**src/rtl/ctrl_seq_pkg.sv**
```systemverilog
// Shared constants for the microsequencer: selector encoding, default address
// width and the well-known microstate addresses (reset, fetch, trap). The
// selector and microstore import the same values.
package ctrl_seq_pkg;

    localparam int ADDR_W_DEF = 8;

    localparam logic [7:0] RESET_ADDR_DEF = 8'd0;
    localparam logic [7:0] FETCH_ADDR_DEF = 8'd1;
    localparam logic [7:0] TRAP_ADDR_DEF  = 8'd255;

    typedef enum logic [1:0] {
        SEL_ENC   = 2'b00,
        SEL_FETCH = 2'b01,
        SEL_PIPE  = 2'b10,
        SEL_INCR  = 2'b11
    } sel_e;

endpackage

```
**src/rtl/ctrl_ret_stack.sv**
```systemverilog
// Small LIFO holding microcode return addresses. Push on a full stack is
// dropped, pop on an empty stack leaves it empty; the parent decides what
// those cases mean. Pop has priority when both are requested.
module ctrl_ret_stack #(
    parameter int W     = 8,
    parameter int DEPTH = 4
) (
    input  logic         clk,
    input  logic         rst_n,
    input  logic         push,
    input  logic         pop,
    input  logic [W-1:0] din,
    output logic [W-1:0] top,
    output logic         full,
    output logic         empty
);

    localparam int PTR_W = $clog2(DEPTH + 1);
    localparam int IDX_W = (DEPTH > 1) ? $clog2(DEPTH) : 1;

    logic [W-1:0]     mem [DEPTH];
    logic [PTR_W-1:0] sp;
    logic [IDX_W-1:0] wr_idx;
    logic [IDX_W-1:0] rd_idx;
    logic             do_push;
    logic             do_pop;

    assign full    = (sp == PTR_W'(DEPTH));
    assign empty   = (sp == '0);
    assign do_pop  = pop && !empty;
    assign do_push = push && !pop && !full;
    assign wr_idx  = IDX_W'(sp);
    assign rd_idx  = IDX_W'(sp - PTR_W'(1));
    assign top     = mem[rd_idx];

    // Stack pointer counts occupied entries; reset empties the stack.
    always_ff @(posedge clk) begin
        if (!rst_n) begin
            sp <= '0;
        end else if (do_pop) begin
            sp <= sp - PTR_W'(1);
        end else if (do_push) begin
            sp <= sp + PTR_W'(1);
        end
    end

    // Entry storage needs no reset; validity is tracked by the pointer.
    always_ff @(posedge clk) begin
        if (do_push) begin
            mem[wr_idx] <= din;
        end
    end

endmodule

```
**src/rtl/ctrl_addr_seq.sv**
```systemverilog
// Microsequencer address stage: 4-way next-address mux (encoder, fetch,
// pipeline target, incrementer) feeding the registered state and incrementer
// registers, with stall hold and illegal-opcode trapping.
// Optional return stack enabled by defining USTACK_EN.
module ctrl_addr_seq
    import ctrl_seq_pkg::*;
#(
    parameter int                ADDR_W     = ADDR_W_DEF,
    parameter logic [ADDR_W-1:0] RESET_ADDR = ADDR_W'(RESET_ADDR_DEF),
    parameter logic [ADDR_W-1:0] FETCH_ADDR = ADDR_W'(FETCH_ADDR_DEF),
    parameter logic [ADDR_W-1:0] TRAP_ADDR  = ADDR_W'(TRAP_ADDR_DEF)
`ifdef USTACK_EN
    , parameter int              STACK_DEPTH = 4
`endif
) (
    input  logic              clk,
    input  logic              rst_n,
    input  logic              m0,
    input  logic              m1,
    input  logic [ADDR_W-1:0] enc_addr,
    input  logic              enc_valid,
    input  logic [ADDR_W-1:0] pipe_addr,
    input  logic              stall,
    output logic [ADDR_W-1:0] state_addr,
    output logic [ADDR_W-1:0] incr_addr,
    output logic              illegal,
    output logic              advanced
`ifdef USTACK_EN
    ,
    input  logic              push,
    input  logic              pop,
    output logic              stk_ovf,
    output logic              stk_unf
`endif
);

    sel_e              sel;
    logic [ADDR_W-1:0] nxt;
    logic              trap;

    assign sel = sel_e'({m1, m0});

`ifdef USTACK_EN
    logic [ADDR_W-1:0] stk_top;
    logic              stk_full;
    logic              stk_empty;
    logic              stk_push;
    logic              stk_pop;

    // The stack only moves on edges where the state itself advances.
    assign stk_push = push && !stall;
    assign stk_pop  = pop && !stall;

    ctrl_ret_stack #(
        .W     (ADDR_W),
        .DEPTH (STACK_DEPTH)
    ) u_stack (
        .clk   (clk),
        .rst_n (rst_n),
        .push  (stk_push),
        .pop   (stk_pop),
        .din   (incr_addr),
        .top   (stk_top),
        .full  (stk_full),
        .empty (stk_empty)
    );
`endif

    // Next-address mux; a missing decode redirects to the trap microstate.
    always_comb begin
        nxt  = incr_addr;
        trap = 1'b0;
        case (sel)
            SEL_ENC: begin
                if (enc_valid) begin
                    nxt = enc_addr;
                end else begin
                    nxt  = TRAP_ADDR;
                    trap = 1'b1;
                end
            end
            SEL_FETCH: nxt = FETCH_ADDR;
            SEL_PIPE:  nxt = pipe_addr;
            SEL_INCR:  nxt = incr_addr;
            default:   nxt = incr_addr;
        endcase
`ifdef USTACK_EN
        if (pop) begin
            if (stk_empty) begin
                nxt  = TRAP_ADDR;
                trap = 1'b1;
            end else begin
                nxt  = stk_top;
                trap = 1'b0;
            end
        end
`endif
    end

    // State and incrementer registers: RUN loads nxt, HOLD (stall) freezes them.
    always_ff @(posedge clk) begin
        if (!rst_n) begin
            state_addr <= RESET_ADDR;
            incr_addr  <= RESET_ADDR + ADDR_W'(1);
            illegal    <= 1'b0;
            advanced   <= 1'b0;
        end else if (stall) begin
            illegal    <= 1'b0;
            advanced   <= 1'b0;
        end else begin
            state_addr <= nxt;
            incr_addr  <= nxt + ADDR_W'(1);
            illegal    <= trap;
            advanced   <= 1'b1;
        end
    end

`ifdef USTACK_EN
    // Sticky stack error flags, cleared only by reset.
    always_ff @(posedge clk) begin
        if (!rst_n) begin
            stk_ovf <= 1'b0;
            stk_unf <= 1'b0;
        end else begin
            if (stk_push && !pop && stk_full) begin
                stk_ovf <= 1'b1;
            end
            if (stk_pop && stk_empty) begin
                stk_unf <= 1'b1;
            end
        end
    end
`endif

endmodule

```
**config.mk**
```make
export PLATFORM = sky130hd
export DESIGN_NAME = ctrl_addr_seq
export DESIGN_NICKNAME = d
export VERILOG_FILES = /design/src/rtl/ctrl_seq_pkg.sv /design/src/rtl/ctrl_ret_stack.sv /design/src/rtl/ctrl_addr_seq.sv
export SDC_FILE = /design/constraint.sdc
export NUM_CORES = 1
export LEC_CHECK = 0
export CAP_MARGIN = 20
export CORE_MARGIN = 2
export CORE_UTILIZATION = 30
export CTS_CLUSTER_DIAMETER = 60
export DETAILED_ROUTE_END_ITERATION = 7
export SLEW_MARGIN = 0
export SYNTH_ARGS = -nofsm -noshare
export SYNTH_HDL_FRONTEND = slang
export SYNTH_HIERARCHICAL = 1
export SYNTH_SLANG_ARGS = --single-unit
```
**constraint.sdc**
```tcl
create_clock -name clk -period 2.7 [get_ports clk]
set_input_delay 0.54 -clock clk [delete_from_list [all_inputs] [get_ports clk]]
set_output_delay 0.54 -clock clk [all_outputs]
set_load 0.01 [all_outputs]
```
==> run summary <==
status: complete, no violations
Post-CTS Hold Fix Bufs: 0
CP startpoint kind: input port
design area: 1560 µm²
residual DRC count: 0
1st-pass router iterations: 4
area of the multi-input gates: 626 µm²
Post-Synth Adder-Cell Area: 0.0116
dominant synthesized flop cell: dfxtp_1
clock transition at the registers of the reported paths: 0.11 ns
Row Count: 21
most frequent cells in the layout: 39 x clkdlybuf4s50_1, 18 x dfxtp_1, 10 x inv_1
Yosys cell types: 41
CP arrival: 2.43 ns
max-slew violations: 0
Syn. warnings: 6
Clock Power Share: 0.223
htree depth: 1
hold endpoint: incr_addr[3]
clock sinks: 18
placed cell areas: 1540 µm²
Max-Cap Viols: 0
Die Wd: 64.0 µm
die area: 4090 µm²
Post-synth EDFFs: 0
Final Worst Setup Slack: 0.451 ns
Max Root-Sink Buffers: 2
xor/xnor share of the synthesized area: 0.0162
Seq cells post-synth: 18
Initial Util: 0.318
register area: 360 µm²
wire per inst: 13.4 µm
GR Overflow Total: 0
worst setup path startpoint: enc_valid
R2R setup slack: 1.05 ns
Crit Path Category: input port to register
ANT cells: 0
net switching power: 179 µW
clock latency on the worst-skew pair: 0.30 ns
Sw Ratio: 0.288
worst r2r path cells: 8
Total Wirelength: 2820 µm
I/O pin cnt: 40
synthesized net count: 147
Post-Syn Instances: 124
routed vias/inst: 5.16
Pleak: 0.641 nW
worst path required time: 2.88 ns
Comb pwr share: 0.305
Hold Crit Start: incr_addr[3]
GRT Util Overall: 0.144
post-placement worst setup slack: 0.123 ns
Min Clock Period, post-route: 2.25 ns
Hold Vio Cnt, Final: 0
Simple-Gate Fraction of Synth Area: 0.217
Pint: 442 µW
Hold Crit Class: register to register
Post-Syn Area: 1080 µm²
post_cts resized: 0
share of layout cells above drive strength 1: 0.115
GPL Wtd Cong: 0.818
part of the power in registers: 0.472
post-route ant nets: 0
Worst slew margin: 0.743
worst hold path depth: 2
final net count: 190
CTS tree: yes
Crit Path Max Fanout: 10
vias in the first global route: 1038
die height: 64.0 µm
worst reg2reg endpoint: incr_addr[4]
HPWL Detailed: 2060 µm
Fmax: 445 MHz
pin count of the biggest net entering global routing: 26
ys async rst share: 0
post-synthesis compound-gate area fraction: 0.239
Fillers: 317
number of CTS-inserted buffers: 3
Setup Viol. Count Final: 0
initial DRC count: 65
worst slew pin tran: 0.384 ns
Post-Syn Area per Cell: 8.70 µm²
root buf cell: clkbuf_4
crit path capture type: register
Synth-to-Final Area Change: 44.5%
worst clock skew: 0.00574 ns
first-pass GRT wire length: 4640 µm
R2R Path Start: incr_addr[1]
setup TNS: 0 ns
RSZ-0062 raised after global routing: false
Via Count: 1088
Post-CTS Setup Inserts: 0
initial antenna violation count: 0
largest family of logic cells by synthesized area: compound AO/OA/AOI/OAI gates
commonest non-fill, non-tap cell in the layout: clkdlybuf4s50_1
Port Buffers: 39
core area: 3390 µm²
post-synthesis mux area share: 0.0963
Peak supply drop: 0.128 mV
sequential share of the synthesized area: 0.334
power per cell area: 399 nW/µm²
period utilization: 0.833
==> flip-flops by register name, indices dropped and copies added (netlist names) <==
signal      count
incr_addr       8
illegal         1
state_addr      8
advanced        1
==> worst max path at each step <==
stage                         to  depth (start not counted)
floorplan           incr_addr[2]                          9
CTS                 incr_addr[4]                          9
global route        incr_addr[4]                          8
finish              incr_addr[4]                          8
global placement    incr_addr[2]                          9
detailed placement  incr_addr[4]                          9
==> cell type report <==
cell class              count  area share
clock buffers               3      0.0144
repair buffers             46       0.292
well taps                  46      0.0369
flip-flops and latches     18       0.231
multi-input cells          88       0.401
inverters                  10      0.0241
==> logic make-up (layout without fill, tap and decap cells) <==
logic type,count (synthesis),in the layout
simple gates,42,42
buf+inv,18,59
xor+xnor,2,2
flops,18,18
fa+ha+maj,1,1
mux,9,9
compound gates,34,34
==> metrics by stage <==
| step | std cells | util | hold slack, ns | total power, mW |
|---|---|---|---|---|
| 2_1_floorplan | 124 | - | 0.511 | 0.399 |
| 3_3_place_gp | 208 | 0.453 | 0.487 | 0.490 |
| 3_5_place_dp | 208 | 0.453 | 0.505 | 0.490 |
| 4_1_cts | 211 | 0.460 | 0.521 | 0.631 |
| 5_1_grt | 211 | 0.460 | 0.550 | 0.662 |
| 6_report | 211 | 0.460 | 0.514 | 0.622 |
==> power groups by stage <==
stage                     Sequential, mW  Combinational, mW  Clock [mW]
after floorplan                    0.307             0.0925           0
after global placement             0.299              0.190           0
after detailed placement           0.300              0.190           0
after CTS                          0.294              0.192       0.145
after global routing               0.296              0.208       0.158
final                              0.293              0.190       0.138
==> cell usage after synthesis, types with 2 or more instances <==
master	count	area, µm²
and2_1	6	37.5
mux2_2	2	22.5
inv_1	10	37.5
o31ai_1	2	15.0
a221oi_1	3	26.3
clkbuf_1	3	11.3
buf_2	2	10.0
a21oi_1	6	30.0
mux2_4	2	30.0
nand2_2	2	12.5
a211oi_1	3	22.5
nand3_1	6	30.0
o21ai_0	4	20.0
buf_6	3	33.8
nand2b_1	5	31.3
nor2b_1	6	37.5
a211o_1	5	43.8
o311a_1	3	30.0
mux2i_1	4	40.0
dfxtp_1	18	360
nand2_1	9	33.8
==> layer usage <==
layer / wire length, µm / GRT usage / vias up
met1: 1260 / 0.183 / 513
met2: 1290 / 0.229 / 37
li1: - / - / 534
met3: 213 / 0.0299 / 4
met5: 0 / 0 / -
met4: 51 / 0.0734 / 0
==> critical path, cell delays in order <==
cell and delay [ns]:
clkdlybuf4s50_1 0.60, a211o_1 0.39, nand2_1 0.10, ha_1 0.23
inv_1 0.07, a221oi_1 0.25, xnor2_1 0.15, o21ai_0 0.08
Note: power is estimated with default switching activity, not from simulation.
